**config.mk**
```make
export PLATFORM = sky130hd
export DESIGN_NAME = dmem_port_arbiter
export DESIGN_NICKNAME = d
export VERILOG_FILES = /design/src/rtl/dmem_port_arbiter.sv
export SDC_FILE = /design/constraint.sdc
export NUM_CORES = 1
export LEC_CHECK = 0
export CELL_PAD_IN_SITES_DETAIL_PLACEMENT = 1
export CELL_PAD_IN_SITES_GLOBAL_PLACEMENT = 1
export CORE_MARGIN = 5
export CORE_UTILIZATION = 18
export DETAILED_ROUTE_END_ITERATION = 10
export PLACE_DENSITY_LB_ADDON = 0.1
export SYNTH_ARGS = -nofsm -noshare
export SYNTH_HDL_FRONTEND = slang
export SYNTH_SLANG_ARGS = --single-unit
export TNS_END_PERCENT = 50
```
**constraint.sdc**
```tcl
create_clock -name clock -period 4.3 [get_ports clock]
set_clock_uncertainty 0.05 [all_clocks]
set_input_delay 1.29 -clock clock [delete_from_list [all_inputs] [get_ports clock]]
set_output_delay 1.29 -clock clock [all_outputs]
set_load 0.005 [all_outputs]
```
**src/rtl/dmem_port_arbiter.sv**
```systemverilog
// Arbiter sharing the single-port Mem-stage data memory between the pipeline
// load/store path and an auxiliary (RAM loader / debug) port. The pipeline
// wins by default; an aux requester that has waited STARVE_LIMIT cycles gets
// one forced slot that stalls the pipeline for that cycle.
module dmem_port_arbiter #(
    parameter int ADDR_W       = 7,
    parameter int DATA_W       = 32,
    parameter int STARVE_LIMIT = 8
) (
    input  logic              clock,
    input  logic              reset,
    input  logic              p_oper,
    input  logic              p_readmem,
    input  logic              p_writemem,
    input  logic [31:0]       p_addr,
    input  logic [DATA_W-1:0] p_wdata,
    output logic              p_stall,
    input  logic              a_req,
    input  logic              a_we,
    input  logic [31:0]       a_addr,
    input  logic [DATA_W-1:0] a_wdata,
    output logic              a_gnt,
    output logic              a_rvalid,
    output logic [DATA_W-1:0] a_rdata,
    output logic [ADDR_W-1:0] mem_addr,
    output logic [DATA_W-1:0] mem_wdata,
    output logic              mem_we,
    input  logic [DATA_W-1:0] mem_rdata,
    output logic              forced
);

    typedef enum logic [1:0] {
        IDLE  = 2'd0,
        PIPE  = 2'd1,
        AUX   = 2'd2,
        FORCE = 2'd3
    } owner_t;

    localparam logic [7:0] LIMIT = 8'(STARVE_LIMIT);

    owner_t     owner_q;
    owner_t     owner_d;
    logic [7:0] wait_cnt;
    logic       p_need;
    logic       p_wr;
    logic       unused_bits;

    assign p_need = p_oper & (p_readmem | p_writemem);
    // A simultaneous read and write request is treated as a load.
    assign p_wr   = p_writemem & ~p_readmem;

    // Address bits outside the word index are not decoded; owner_q is a status
    // copy of the previous owner, kept for hierarchical observation only.
    assign unused_bits = ^{p_addr[31:ADDR_W+2], p_addr[1:0],
                           a_addr[31:ADDR_W+2], a_addr[1:0], owner_q};

    // Decide this cycle's memory owner; reset forces IDLE so no write can slip through.
    always_comb begin
        // NOTE: default assigned first so every path drives owner_d and no latch is inferred.
        owner_d = IDLE;
        if (!reset)
            owner_d = IDLE;
        else if (a_req && (wait_cnt == LIMIT))
            owner_d = FORCE;
        else if (p_need)
            owner_d = PIPE;
        else if (a_req)
            owner_d = AUX;
    end

    // Drive memory pins, grant, stall and status from the chosen owner.
    always_comb begin
        mem_addr  = '0;
        mem_wdata = '0;
        mem_we    = 1'b0;
        a_gnt     = 1'b0;
        p_stall   = 1'b0;
        forced    = 1'b0;
        case (owner_d)
            PIPE: begin
                mem_addr  = p_addr[ADDR_W+1:2];
                mem_wdata = p_wdata;
                mem_we    = p_wr;
            end
            AUX: begin
                mem_addr  = a_addr[ADDR_W+1:2];
                mem_wdata = a_wdata;
                mem_we    = a_we;
                a_gnt     = 1'b1;
            end
            FORCE: begin
                mem_addr  = a_addr[ADDR_W+1:2];
                mem_wdata = a_wdata;
                mem_we    = a_we;
                a_gnt     = 1'b1;
                p_stall   = p_need;
                forced    = 1'b1;
            end
            default: ;
        endcase
    end

    // Register the previous cycle's owner for status.
    always_ff @(posedge clock or negedge reset) begin
        // NOTE: sequential state uses non-blocking assignments so every flop samples pre-edge values.
        if (!reset)
            owner_q <= IDLE;
        else
            owner_q <= owner_d;
    end

    // Count cycles the aux requester has been refused; saturate at the limit.
    always_ff @(posedge clock or negedge reset) begin
        if (!reset)
            wait_cnt <= 8'd0;
        else if (a_gnt || !a_req)
            wait_cnt <= 8'd0;
        else if (wait_cnt != LIMIT)
            wait_cnt <= wait_cnt + 8'd1;
    end

    // Capture aux read data one cycle after a read grant.
    always_ff @(posedge clock or negedge reset) begin
        if (!reset) begin
            a_rvalid <= 1'b0;
            a_rdata  <= '0;
        end else begin
            a_rvalid <= a_gnt & ~a_we;
            if (a_gnt && !a_we)
                a_rdata <= mem_rdata;
        end
    end

endmodule

```
==> impl_results.md <==
- Top-area cell type share of the netlist area: 0.489
- Metal-1 WL: 3880 microns
- Max Used Layer: met5
- Largest family of logic cells by synthesized area: compound AO/OA/AOI/OAI gates
- FILL cells: 1259
- Post-synthesis area per instance: 12.3 sq um
- Core Region: 11400 sq um
- Library cells used by synthesis: 28
- Slowest stage delay, CP: 0.50 ns
- Clock period minus worst slack: between 4 and 5 ns
- Cts bufs inserted: 5
- Most common cell after layout, fill and taps aside: clkdlybuf4s50_1
- Hold Worst Slack: between 0.4 and 0.5 ns
- Root buffer cell: clkbuf_16
- F_max: 0.236 GHz
- CP arrival: a little under 3 ns
- Crit path buf inv count: 4
- # hold bufs at CTS: 0
- Synth Flop Type: dfrtp_1
- Largest net degree at the start of global routing: 42
- Sequential area share after synthesis: 0.489
- Yosys top cell by area: dfrtp_1
- Crit-path max FO: 16
- HP Class: flip-flop to flip-flop
- Number of port buffers: 192
- Routed wl met2: 4700 microns
- Initial antenna violation count: 1
- Post-synthesis register bit count: slightly above 40
- DRT antenna net count: 0
- Leakage: roughly 2 nW
- Die Y: roughly 120 microns
- Max Cap Viol: 0
- WS Path Type: primary input to output pin
- Post-synth EDFFs: 0
- Vias: 2244
- CP delay by family, top: buffers and inverters
- Num rows: 39
- Vias in the first global route: 2424
- # diodes: 0
- Clock-pin transition on the worst setup and hold timing paths: 0.06 ns
- Die W: 118 microns
- Nature of the critical path startpoint: primary input
- Outcome: completed
- Layout cell share with drive strength beyond 1: 0.157
- 1st-iter DRT viols: 66
- Worst Path Required: 2.96 ns
- WL per Instance: 18.7 microns
- Asr flop ratio synth: 1.00
- Worst slew pin tran: 0.643 ns
- Worst-Skew Late Latency: 0.27 ns
- CTS Buffer Depth: 2
- Yosys warning total: 0
- Metal3 WL: ~1000 microns
- Dpl hpwl: ~7700 microns
- Total global-route track usage: 0.133
- Synth Area in Compound Gates: 0.192
- Syn_nets: 340
- Core Util, Final: 0.392
- Vias per inst: about 4.3
- Slowest CP cell: clkdlybuf4s50_1
- Io pins: 243
- Area fraction in and, or, nand and nor cells after synthesis: 0.0697
- Fin crit share: 0.985
- Die ar.: 13900 sq um
- Top cells by area, synth: dfrtp_1 (49%), a22o_1 (16%), mux2_2 (16%)
- Multiplexer share of the synthesized area: 0.172
- CTS tree: done
- Gp weighted congestion: 0.736
- Post-Syn Instances: 171
- Maximum vdd drop: 0.000231 V
- Setup crit end kind: output pin
- Total gr overflow: 0
- Synth Area in XOR/XNOR: 0.0250
- Initial Util: 0.184
- Most frequent cells in the layout: clkdlybuf4s50_1 (161), dfrtp_1 (41), a22o_1 (39)
- Area growth from synthesis to layout: 113%
- Relative slew slack: 0.569
- Drt drc: 0
- First-pass GRT wire length: 15000 microns
- Htree depth: 2
- Routed wire length: 9680 microns
- Final setup fails: 0
- Post-synthesis cell area: 2100 sq um
- Final slew viol count: 0
- PwrDens: 291 nW/um^2
- Synth Area in Adders: 0.0119
- CP Cell Sequence: dlygate4sd2_1, buf_4, o21a_1, o31a_1, nor2_4, buf_12, a22o_1, clkdlybuf4s50_1
- First-pass DRT Iterations: 4
- Final hold vios: 0
- Nets@finish: roughly 540
- R2r setup slk: 1.45 ns
- Clock sinks: 41
## worst paths after layout
kind	startpoint	end	cells past startpoint
worst max-delay path	p_oper	mem_wdata[29]	8
max in group asynchronous	reset	a_rdata[24]$_DFFE_PN0P_	2
worst min register to register	a_rdata[19]$_DFFE_PN0P_	a_rdata[19]$_DFFE_PN0P_	1
min in group asynchronous	reset	a_rdata[28]$_DFFE_PN0P_	2
worst min-delay path	a_rdata[19]$_DFFE_PN0P_	a_rdata[19]$_DFFE_PN0P_	1
worst max register to register	wait_cnt[0]$_DFFE_PN0P_	a_rdata[25]$_DFFE_PN0P_	8
## power by group
group | switching [mW] | internal (mW) | leakage, nW
Clock | 0.140 | 0.213 | 0.0706
Combinational | 0.133 | 0.324 | 1.41
Sequential | 0.0362 | 0.457 | 0.505
## routing by layer
layer	global-route usage	vias up
li1	-	1045
met1	0.158	1057
met2	0.225	134
met3	0.0577	6
met4	0.0237	2
met5	0	-
## through the flow
step | area [sq um] | total power, mW | setup TNS (ns) | setup WS (ns) | std cells
2_1_floorplan | 2100 | 0.618 | 0 | 0.586 | 171
3_3_place_gp | 4250 | 0.962 | -9.73 | -0.279 | 506
3_5_place_dp | 4250 | 0.965 | -10.98 | -0.313 | 506
4_1_cts | 4410 | 1.33 | 0 | 0.00199 | 516
5_1_grt | 4470 | 1.39 | -0.0136 | -0.00536 | 518
6_report | 4470 | 1.30 | 0 | 0.0648 | 518
## timing repair
item	4_1_cts	5_1_grt
pin swaps	2	1
resized for setup	25	11
cloned	1	1
setup endpoints to repair	41	22
buffers inserted	1	1
## cell usage after synthesis (all sizes together), types with 3 or more instances
cell type and count:
a21oi 4, a22o 39, buf 8, clkbuf 3, dfrtp 41, inv 4
mux2 32, nand2 3, nand3 6, nor2 8, xor2 5
## logic make-up (layout without fill, tap and decap cells)
logic type	count (synthesis)	count (layout)
AO/OA/AOI/OAI	49	49
XOR/XNOR	6	6
adder cells (fa/ha/maj)	2	2
buffers and inverters	15	219
flip-flops	41	41
multiplexers	32	32
AND/OR/NAND/NOR	26	26
## state kept, by name (all words and copies together), names as in the netlist
| name | flops |
|---|---|
| a_rdata | 32 |
| a_rvalid | 1 |
| wait_cnt | 8 |
## final cells by class
type	instances	area (sq um)	area share
clock buffer	6	129	0.0288
sequential	41	1030	0.229
tap	143	179	0.0400
timing repair buffer	207	2090	0.468
clock inverter	2	10.0	0.00224
inverter	4	15.0	0.00336
multi-input combinational	115	1020	0.228
Note: power is estimated with default switching activity, not from simulation.
